`src/rtl/alu_uart_interface_pkg.sv`:
```
// Opcodes and frame-FSM state encoding shared by the ALU, the UART front end
// and the switch-based top.
package alu_uart_interface_pkg;

    localparam logic [5:0] OP_ADD = 6'h20;
    localparam logic [5:0] OP_SUB = 6'h22;
    localparam logic [5:0] OP_AND = 6'h24;
    localparam logic [5:0] OP_OR  = 6'h25;
    localparam logic [5:0] OP_XOR = 6'h26;
    localparam logic [5:0] OP_NOR = 6'h27;
    localparam logic [5:0] OP_SRA = 6'h03;
    localparam logic [5:0] OP_SRL = 6'h02;

    typedef enum logic [2:0] {
        S_WAIT_A,
        S_WAIT_B,
        S_WAIT_OP,
        S_SEND,
        S_WAIT_TX
    } state_t;

endpackage

```
`src/rtl/alu_uart_interface_alu.sv`:
```
// Combinational ALU on signed two's-complement operands; the result wraps to
// NB_DATA bits and unknown opcodes yield zero.
module alu_uart_interface_alu
    import alu_uart_interface_pkg::*;
#(
    parameter int NB_DATA = 8,
    parameter int NB_OP   = 6
) (
    input  logic [NB_DATA-1:0] i_a,
    input  logic [NB_DATA-1:0] i_b,
    input  logic [NB_OP-1:0]   i_op,
    output logic [NB_DATA-1:0] o_result
);

    logic [5:0] op_code;

    assign op_code = 6'(i_op);

    always_comb begin
        o_result = '0;
        case (op_code)
            OP_ADD:  o_result = i_a + i_b;
            OP_SUB:  o_result = i_a - i_b;
            OP_AND:  o_result = i_a & i_b;
            OP_OR:   o_result = i_a | i_b;
            OP_XOR:  o_result = i_a ^ i_b;
            OP_NOR:  o_result = ~(i_a | i_b);
            OP_SRA:  o_result = $signed(i_a) >>> i_b;
            OP_SRL:  o_result = i_a >> i_b;
            default: o_result = '0;
        endcase
    end

endmodule

```
`src/rtl/alu_uart_interface.sv`:
```
// UART byte-stream front end: collects A, B, OP from the receiver, evaluates
// them on the ALU and hands the result to the transmitter via start/done.
//
// state     | meaning
// S_WAIT_A  | idle, next received byte is operand A
// S_WAIT_B  | waiting for operand B (timeout armed)
// S_WAIT_OP | waiting for opcode byte (timeout armed)
// S_SEND    | o_tx_start pulse, result already in o_tx_data
// S_WAIT_TX | holding o_tx_data until the transmitter reports done
module alu_uart_interface
    import alu_uart_interface_pkg::*;
#(
    parameter int NB_DATA        = 8,
    parameter int NB_OP          = 6,
    parameter int TIMEOUT_CYCLES = 1000000
) (
    input  logic               i_clk,
    input  logic               i_reset,
    input  logic [NB_DATA-1:0] i_rx_data,
    input  logic               i_rx_done,
    input  logic               i_tx_done,
    output logic [NB_DATA-1:0] o_tx_data,
    output logic               o_tx_start,
    output logic               o_busy,
    output logic               o_overrun,
    output logic               o_timeout
);

    localparam int              CW       = $clog2(TIMEOUT_CYCLES);
    localparam logic [CW-1:0]   CNT_LAST = CW'(TIMEOUT_CYCLES - 1);

    state_t             state_q, state_d;
    logic [NB_DATA-1:0] a_q, a_d;
    logic [NB_DATA-1:0] b_q, b_d;
    logic [NB_OP-1:0]   op_q, op_d;
    logic [CW-1:0]      cnt_q, cnt_d;
    logic [NB_DATA-1:0] tx_data_q, tx_data_d;
    logic               overrun_q, overrun_d;
    logic               timeout_q, timeout_d;
    logic [NB_OP-1:0]   alu_op;
    logic [NB_DATA-1:0] alu_result;

    // The opcode byte feeds the ALU directly while it is being accepted so the
    // result is registered on the same edge and is valid during the start pulse.
    assign alu_op = (state_q == S_WAIT_OP) ? i_rx_data[NB_OP-1:0] : op_q;

    alu_uart_interface_alu #(
        .NB_DATA (NB_DATA),
        .NB_OP   (NB_OP)
    ) u_alu (
        .i_a      (a_q),
        .i_b      (b_q),
        .i_op     (alu_op),
        .o_result (alu_result)
    );

    always_ff @(posedge i_clk or posedge i_reset) begin
        if (i_reset) begin
            state_q   <= S_WAIT_A;
            a_q       <= '0;
            b_q       <= '0;
            op_q      <= '0;
            cnt_q     <= '0;
            tx_data_q <= '0;
            overrun_q <= 1'b0;
            timeout_q <= 1'b0;
        end else begin
            state_q   <= state_d;
            a_q       <= a_d;
            b_q       <= b_d;
            op_q      <= op_d;
            cnt_q     <= cnt_d;
            tx_data_q <= tx_data_d;
            overrun_q <= overrun_d;
            timeout_q <= timeout_d;
        end
    end

    always_comb begin
        state_d   = state_q;
        a_d       = a_q;
        b_d       = b_q;
        op_d      = op_q;
        cnt_d     = '0;
        tx_data_d = tx_data_q;
        overrun_d = 1'b0;
        timeout_d = 1'b0;
        case (state_q)
            S_WAIT_A: begin
                if (i_rx_done) begin
                    a_d     = i_rx_data;
                    state_d = S_WAIT_B;
                end
            end
            S_WAIT_B: begin
                if (i_rx_done) begin
                    b_d     = i_rx_data;
                    state_d = S_WAIT_OP;
                end else if (cnt_q == CNT_LAST) begin
                    state_d   = S_WAIT_A;
                    timeout_d = 1'b1;
                end else begin
                    cnt_d = cnt_q + 1'b1;
                end
            end
            S_WAIT_OP: begin
                if (i_rx_done) begin
                    op_d      = i_rx_data[NB_OP-1:0];
                    tx_data_d = alu_result;
                    state_d   = S_SEND;
                end else if (cnt_q == CNT_LAST) begin
                    state_d   = S_WAIT_A;
                    timeout_d = 1'b1;
                end else begin
                    cnt_d = cnt_q + 1'b1;
                end
            end
            S_SEND: begin
                overrun_d = i_rx_done;
                state_d   = S_WAIT_TX;
            end
            S_WAIT_TX: begin
                overrun_d = i_rx_done;
                if (i_tx_done) begin
                    state_d = S_WAIT_A;
                end
            end
            default: state_d = S_WAIT_A;
        endcase
    end

    assign o_tx_data  = tx_data_q;
    assign o_tx_start = (state_q == S_SEND);
    assign o_busy     = (state_q == S_SEND) || (state_q == S_WAIT_TX);
    assign o_overrun  = overrun_q;
    assign o_timeout  = timeout_q;

endmodule
```
`config.mk`:
```
export PLATFORM = sky130hd
export DESIGN_NAME = alu_uart_interface
export DESIGN_NICKNAME = d
export VERILOG_FILES = /design/src/rtl/alu_uart_interface_pkg.sv /design/src/rtl/alu_uart_interface_alu.sv /design/src/rtl/alu_uart_interface.sv
export SDC_FILE = /design/constraint.sdc
export NUM_CORES = 1
export LEC_CHECK = 0
export CORE_UTILIZATION = 40
export DETAILED_ROUTE_END_ITERATION = 10
export PLACE_DENSITY = 0.56
export SETUP_SLACK_MARGIN = 0.2
export SYNTH_ARGS = -nofsm -noshare
export SYNTH_HDL_FRONTEND = slang
export SYNTH_HIERARCHICAL = 1
export SYNTH_SLANG_ARGS = --single-unit
```
`constraint.sdc`:
```
create_clock -name i_clk -period 5.1 [get_ports i_clk]
set_input_delay 0.765 -clock i_clk [delete_from_list [all_inputs] [get_ports i_clk]]
set_output_delay 0.765 -clock i_clk [all_outputs]
set_load 0.005 [all_outputs]
```
==> results.tsv <==
stage	metric	value	unit
timing	fmax	0.228	GHz
routing	drt-initial-drc-count	273	
final_layout	drive_above_1_share	0.129	
setup_path	r2r_cells	15	
global_route	grt_use_met3	0.0292	
clocking	cts_tree	done	
final_layout	area_growth	10.3	%
synth	syn-num-nets	458	
power_and_ir_drop	power_density	625	nW/um^2
setup_path	crit_type	flop to flop	
setup_path	worstPathMaxFanout	7	
final_layout	nFillCells	946	
setup_path	required	5.33	ns
final_layout	n_antenna_cell	0	
global_route	top_usage_layer	met2	
timing	worstMarginPinSlew	1.08	ns
setup_path	cp-endpoint	o_tx_data[5]	
routing	drt_wl_total	9590	um
setup_path	startpoint	state_q[1]	
global_route	overflow	0	
routing	via_count	3174	
setup_path	regToRegEndpoint	o_tx_data[5]	
timing	fin_crit	4.38	ns
routing	ant_nets	0	
synth	synth_cells	420	
synth	yosys-top-cells-area	dfrtp_1 34%, mux2_2 10%, ha_1 7.7%, xnor2_1 5.0%, mux2i_1 3.5%	
run_status	status	finished, final reports clean	
routing	route.detailed.drc	0	
synth	netlist_area	4050	sq um
clocking	cts_buffers	5	
min_path	hold_path.class	flop to flop	
setup_path	end_kind	flop	
global_route	grt_pass1_wl	15800	um
flow_run	maxCapViolCount	0	
synth	yosysMostFrequentCell	dfrtp_1	
placed_design	post-place-ws	0.770	ns
synth	synth-seq-cells	55	
synth	yosysSeqAreaShare	0.340	
timing	slew_viol_final	0	
clocking	cts_resized	0	
timing	hold_viol_final	0	
timing	fin_ws	0.721	ns
synth	ys.flop_type	dfrtp_1	
clocking	cts.sinks	55	
floorplanning	die_h	103	um
clocking	clk_pin_slew	0.12	ns
timing	finClkSkew	0.0130	ns
routing	via_per_inst	5.60	
synth	synth-edff-count	0	
clocking	ctsRootBufferMaster	clkbuf_8	
setup_path	crit_path_start_kind	flop	
setup_path	cp.arrival	4.61	ns
global_route	grt_util_met2	0.293	
final_layout	fin_util	0.457	
clocking	clk-insertion-delay-late	0.32	ns
synth	synth_top_cell_by_area	dfrtp_1	
routing	wl_per_cell	16.9	um
synth	yosys-top-cells-count	55 x dfrtp_1, 37 x mux2_2, 29 x nor2_1, 27 x nand2_1, 25 x ha_1	
global_route	grt_antenna_before_repair	0	
clocking	ctsLongestPathBuffers	2	
global_route	grt_pass1_vias	3039	
timing	slew_headroom	0.280	
power_and_ir_drop	leakage	1.82	nW
synth	yosysTopAreaCellShare	0.340	
floorplanning	die_x	103	um
synth	yosysUniqueCellTypes	61	
placed_design	io_buffers	23	
placed_design	dp_hpwl	6950	um
global_route	grt.total_usage	0.193	
routing	drt_pass1_iterations	4	
synth	async_flop_share	1.00	
synth	yosysWarnings	6	
clocking	postCtsSetupBuffers	0	
global_route	grt_max_degree	56	
global_route	use_met1	0.291	
timing	rsz0062_at_grt	no	
floorplanning	pin_count	24	
clocking	cts_hold_buf	0	
timing	finalCritPeriodShare	0.859	
floorplanning	dieArea	10500	sq um
floorplanning	fp-row-count	36	
setup_path	reg2reg_from	state_q[1]	
clocking	htreeDepth	2	
floorplanning	core_region_area	9770	sq um
setup_path	rrSetupSlack	0.72	ns
power_and_ir_drop	vdd_drop_max	0.314	mV
synth	synth_area_per_cell	9.65	sq um
placed_design	gp_congestion	0.889	
power_and_ir_drop	p_total	2.79	mW
floorplanning	start_util	0.415	
timing	finalSetupViolations	0	
timing	timing.setup.tns	0	ns
final_layout	fin_nets	471	
flip-flops by register name (all words and copies together) (netlist names):
signal	cells
cnt_q	20
a_q	8
b_q	8
o_tx_data	8
op_q	6
state_q	3
o_overrun	1
o_timeout	1
logic make-up (layout without fill, tap and decap cells):
kind of cell,after synthesis,after routing,share of synthesized area
and+or+nand+nor,137,137,0.185
AOI/OAI and AO/OA,76,76,0.123
muxes,55,55,0.162
DFF,55,55,0.340
buffers and inverters,43,57,0.0475
xor gates and xnor gates,28,28,0.0605
adders and majority gates,26,26,0.0821
layout make-up:
type / count / area, sq um / share of cell area
well taps: 133 / 166 / 0.0372
repair buffers: 26 / 253 / 0.0566
flip-flops and latches: 55 / 1380 / 0.308
multi-input cells: 322 / 2480 / 0.556
inverters: 23 / 86.3 / 0.0193
clock buffers: 5 / 68.8 / 0.0154
clock inverters: 3 / 33.8 / 0.00756
worst min path at each step:
| stage | to | cells past startpoint | startpoint | slack, ns |
|---|---|---|---|---|
| CTS | op_q[1] | 1 | op_q[1] | 0.52 |
| finish | op_q[1] | 1 | op_q[1] | 0.52 |
| global placement | op_q[1] | 1 | op_q[1] | 0.49 |
| detailed placement | op_q[1] | 1 | op_q[1] | 0.49 |
| global route | op_q[5] | 1 | op_q[5] | 0.55 |
| floorplan | cnt_q[0] | 1 | cnt_q[0] | 0.47 |
power breakdown:
part	leakage (nW)	switching (mW)	internal [mW]
clock	0.0519	0.174	0.105
combinational	1.06	0.870	0.820
sequential	0.715	0.257	0.565
total	1.82	1.30	1.49
metrics by stage:
stage	instance area (sq um)	cells	hold WS, ns
finish	4470	567	0.516
global route	4470	567	0.547
CTS	4470	567	0.520
detailed placement	4370	559	0.493
global placement	4370	559	0.487
floorplan	4050	420	0.469
per-layer routing:
layer  vias up  part of all wire  routed length, um
li1       1552                 -                  -
met1      1545              0.50               4800
met2        73              0.45               4300
met3         4             0.046                443
met4         0            0.0050                 48
met5         -                 0                  0
worst max-delay path, cell delays in order, from the launching register on:
cell     delay (ns)
dfrtp_1        0.48
nor2b_1        0.17
nor2b_1        0.51
mux2_2         0.43
nor4b_1        0.70
nand2_1        0.25
nor2_1         0.15
a21o_1         0.14
inv_1          0.06
ha_1           0.26
nor2b_1        0.14
o31a_1         0.29
o21a_1         0.19
nor3_1         0.14
o31ai_1        0.09
mux2_2         0.28
cells in the final DEF, fill, tap and decap left out, types with 3 or more instances in the layout:
master / Yosys / layout
clkbuf_8: 0 / 5
o211ai_1: 4 / 4
clkdlybuf4s50_1: 0 / 23
nor2b_1: 5 / 5
or4_1: 7 / 7
buf_4: 1 / 3
nand4_1: 4 / 4
nand2_1: 27 / 27
inv_1: 22 / 21
dfrtp_1: 55 / 55
o21ai_0: 20 / 20
mux2_2: 37 / 37
mux4_1: 3 / 3
nor4_1: 5 / 5
o31ai_1: 8 / 8
and2_1: 6 / 6
a21oi_1: 15 / 15
xor2_1: 5 / 5
ha_1: 25 / 25
xnor2_1: 23 / 23
nor2_1: 29 / 29
o21a_1: 7 / 7
mux2i_1: 14 / 14
nor3_1: 12 / 12
nand3_1: 11 / 11
nand2b_1: 7 / 7
or3_1: 5 / 5
and3_1: 3 / 3
Power figures use the tool's default switching activity.
